$ cat src/rtl/ce_prescaler.sv
// ce_prescaler: programmable down-counting clock-enable generator with periodic and one-shot modes.
// start arms a period of div_reg cycles; ce_out strobes for one cycle when the counter expires.
module ce_prescaler #(
    parameter int WIDTH       = 16,
    parameter int DEFAULT_DIV = 50000
) (
    input  logic             clk,
    input  logic             rst,
    input  logic             en,
    input  logic             start,
    input  logic             stop,
    input  logic             mode,
    input  logic             div_ld,
    input  logic [WIDTH-1:0] div_in,
    output logic             ce_out,
    output logic             busy,
    output logic             done,
    output logic [WIDTH-1:0] count
);
    typedef enum logic [1:0] {IDLE, RUN, DONE} state_t;
    state_t           state;
    logic [WIDTH-1:0] cnt;
    logic [WIDTH-1:0] div_reg;
    logic             mode_reg;
    assign count = cnt;
    // div_reg updates by non-blocking assignment, so a same-edge start or reload still sees the old divisor
    always_ff @(posedge clk) begin
        if (rst) begin
            state    <= IDLE;
            cnt      <= '0;
            div_reg  <= WIDTH'(DEFAULT_DIV);
            mode_reg <= 1'b0;
            ce_out   <= 1'b0;
            busy     <= 1'b0;
            done     <= 1'b0;
        end else begin
            if (div_ld && div_in != '0) div_reg <= div_in;
            ce_out <= 1'b0;
            if (stop) begin
                state <= IDLE;
                cnt   <= '0;
                busy  <= 1'b0;
                done  <= 1'b0;
            end else if (start) begin
                state    <= RUN;
                cnt      <= div_reg - WIDTH'(1);
                mode_reg <= mode;
                busy     <= 1'b1;
                done     <= 1'b0;
            end else if (state == RUN && en) begin
                if (cnt != '0) begin
                    cnt <= cnt - WIDTH'(1);
                end else begin
                    ce_out <= 1'b1;
                    if (mode_reg) begin
                        state <= DONE;
                        busy  <= 1'b0;
                        done  <= 1'b1;
                    end else begin
                        cnt <= div_reg - WIDTH'(1);
                    end
                end
            end
        end
    end
endmodule
$ cat config.mk
export PLATFORM = sky130hd
export DESIGN_NAME = ce_prescaler
export DESIGN_NICKNAME = d
export VERILOG_FILES = /design/src/rtl/ce_prescaler.sv
export SDC_FILE = /design/constraint.sdc
export NUM_CORES = 1
export LEC_CHECK = 0
export BUFFER_PORTS_ARGS = -buffer_cell sky130_fd_sc_hd__clkbuf_2
export CAP_MARGIN = 20
export CORE_UTILIZATION = 59
export CTS_CLUSTER_SIZE = 12
export DETAILED_ROUTE_END_ITERATION = 7
export PLACE_DENSITY_LB_ADDON = 0.15
export SLEW_MARGIN = 20
export SYNTH_ARGS = -nofsm -noshare
export SYNTH_HDL_FRONTEND = slang
export SYNTH_SLANG_ARGS = --single-unit
$ cat constraint.sdc
create_clock -name clk -period 5.9 [get_ports clk]
set_input_delay 0.59 -clock clk [delete_from_list [all_inputs] [get_ports clk]]
set_output_delay 0.59 -clock clk [all_outputs]
set_load 0.005 [all_outputs]
==> flow_metrics.tcl <==
set metrics [dict create \
    drt_iter0_markers 153 \
    antenna_found_initial 0 \
    synth_nets 292 \
    chipWidth_um 61.1 \
    dp_hpwl_um 3440 \
    hold_viol 0 \
    yosysTopAreaCellShare_pct 35.0 \
    worstPathArrival_ns 2.74 \
    synth-edff-count 0 \
    fin_hold_ws_ns 0.465 \
    pin_count 42 \
    crit_path_top_delay_cell "a31oi_1" \
    grt_max_degree 28 \
    synthCells 266 \
    routed_wl_um 4760 \
    insertion_delay_ns 0.34 \
    worst-path-buf-inv 1 \
    finClkSkew_ns 0.0116 \
    setup_viol 0 \
    fmax_mhz 407 \
    area_growth_pct 13.3 \
    cp-start-kind "register" \
    cp-end-kind "register" \
    worst_pin_slew_ns 1.04 \
    synth.area.top_cells "dfxtp_1, a21oi_1, nor2_1, o21ai_0, mux2i_1" \
    yosysUniqueCellTypes 41 \
    ir_drop_mv 0.154 \
    drive_gt1_share_pct 18.5 \
    drt_drc_violations_left 0 \
    fin_ws_ns 3.45 \
    drtAntennaViolNets 0 \
    path_max_fanout 13 \
    crit_family "compound AO/OA/AOI/OAI gates" \
    avgViaCountPerCell 5.94 \
    grt_first_pass_wirelength_um 7510 \
    fillers 315 \
    outcome "finished, final reports clean" \
    syn_area_um2 2060 \
    grt_pass1_vias 1632 \
    critPathRequiredTime_ns 6.18 \
    die_h_um 61.1 \
    rsz0062_at_grt "false" \
    r2r_setup_slack_ns 3.45 \
    synth_area_per_cell_um2 7.74 \
    vias 2045 \
    cts_setup_buffers 0 \
    clock_sinks 36 \
    seqCellArea_um2 721 \
    finalWeightedCongestion 0.856 \
    wl_per_cell_um 13.8 \
    leakagePower_uw 0.000962 \
    fin_crit_sh_pct 41.6 \
    n_antenna_cell 0 \
    nNetsFinal 323 \
    grt_util_all_layers_pct 27.2 \
    seq_area_frac_synth_pct 35.0 \
    coreArea_um2 3340 \
    die_area_um2 3730 \
    start_util_pct 61.7 \
    period_minus_slack_ns 2.45 \
    powerDensity_nw_per_um2 255 \
    cp_slowest_stage_delay_ns 0.80 \
    cts_buffers 5 \
    cts_root_buf "clkbuf_4" \
    numPortBuffers 41 \
    postSynth.asyncResetShare_pct 0 \
    first_pass_iters 5 \
    synth_top_area_cell "dfxtp_1" \
    fin_tns_setup_ns 0 \
    tritoncts "done" \
    drv_cap 0 \
    synth_common_cells "dfxtp_1, nor2_1, a21oi_1" \
    criticalPathCategory "reg2reg" \
    yosysWarnings 0 \
    synth_ff_type "dfxtp_1" \
    synth-seq-cells 36 \
    multiInputGateArea_um2 1260 \
    holdCritPathClass "in2reg" \
    cts.htree.levels 2 \
    ctsResizeCount 0 \
    yosysMostFrequentCell "dfxtp_1" \
    cts_hold_buf 0 \
    rows 21 \
    path_clk_slew_ns 0.11 \
    dp_slack_ns 3.45 \
    maxSlewHeadroom_pct 30.5 \
    grt_overflow_total 0 \
    cp_cell_sequence "inv_1 -> ha_1 -> nor4b_1 -> nand4_1 -> a31oi_1 -> o21ai_0 -> o22ai_1" \
    finalMaxSlewViolations 0 \
    clock_path_buffers 2 \
]
[cell usage in the layout (no fill, tap or decap), types with 6 or more instances in the layout]
| cell type | instances |
|---|---|
| a211o_1 | 6 |
| a21oi_1 | 27 |
| clkbuf_2 | 41 |
| dfxtp_1 | 36 |
| inv_1 | 7 |
| mux2i_1 | 9 |
| nand2_1 | 20 |
| nor2_1 | 31 |
| nor2b_1 | 7 |
| nor3_1 | 15 |
| nor4_1 | 11 |
| o21ai_0 | 19 |
| xor2_1 | 8 |
[final timing paths]
kind / cells after the start / from / end
worst max-delay path: 7 / count[0]$_SDFFE_PP0P_ / count[9]$_SDFFE_PP0P_
worst min-delay path: 2 / div_in[4] / div_reg[4]$_SDFFE_PP1P_
worst max register to register: 7 / count[0]$_SDFFE_PP0P_ / count[9]$_SDFFE_PP0P_
worst min register to register: 2 / count[13]$_SDFFE_PP0P_ / count[13]$_SDFFE_PP0P_
[cell families after synthesis]
| kind of cell | Yosys count | synth area share [%] |
|---|---|---|
| and+or+nand+nor | 109 | 27.8 |
| AOI/OAI and AO/OA | 72 | 20.9 |
| DFF | 36 | 35.0 |
| buffers and inverters | 24 | 4.56 |
| xor gates and xnor gates | 13 | 5.53 |
| muxes | 9 | 4.38 |
| adders and majority gates | 3 | 1.82 |
[through the flow]
step,total power [µW],instances,area (µm²),util (%)
floorplan,412,266,2060,-
global placement,456,336,2260,67.8
detailed placement,457,336,2260,67.8
CTS,595,344,2320,69.5
global route,632,344,2330,69.9
finish,594,344,2330,69.9
[worst register-to-register path: cells and delay by family, from the launching register on]
family,cells,cell delay (ns)
AOI/OAI and AO/OA,3,1.21
and+or+nand+nor,2,0.58
DFF,1,0.37
adders and majority gates,1,0.14
buffers and inverters,1,0.09
[cell type report]
class | instances | area share, %
inverter | 7 | 1.13
sequential | 36 | 30.9
timing repair buffer | 41 | 8.80
tap | 46 | 2.47
multi-input combinational | 206 | 54.2
clock buffer | 8 | 2.52
[report_power, final]
part	internal, µW	total (µW)	switching, µW
Clock	58.8	139	80.5
Combinational	70.2	177	107
Sequential	258	278	19.7
[layer usage]
layer  routed length, µm  up-vias  global-route usage, %
met2                2220       80                   43.9
met5                   0        -                      0
met1                2140      922                   36.7
met3                 323       10                   4.41
met4                  81        0                   10.1
li1                    -     1033                      -
(Power assumes the default switching activity.)
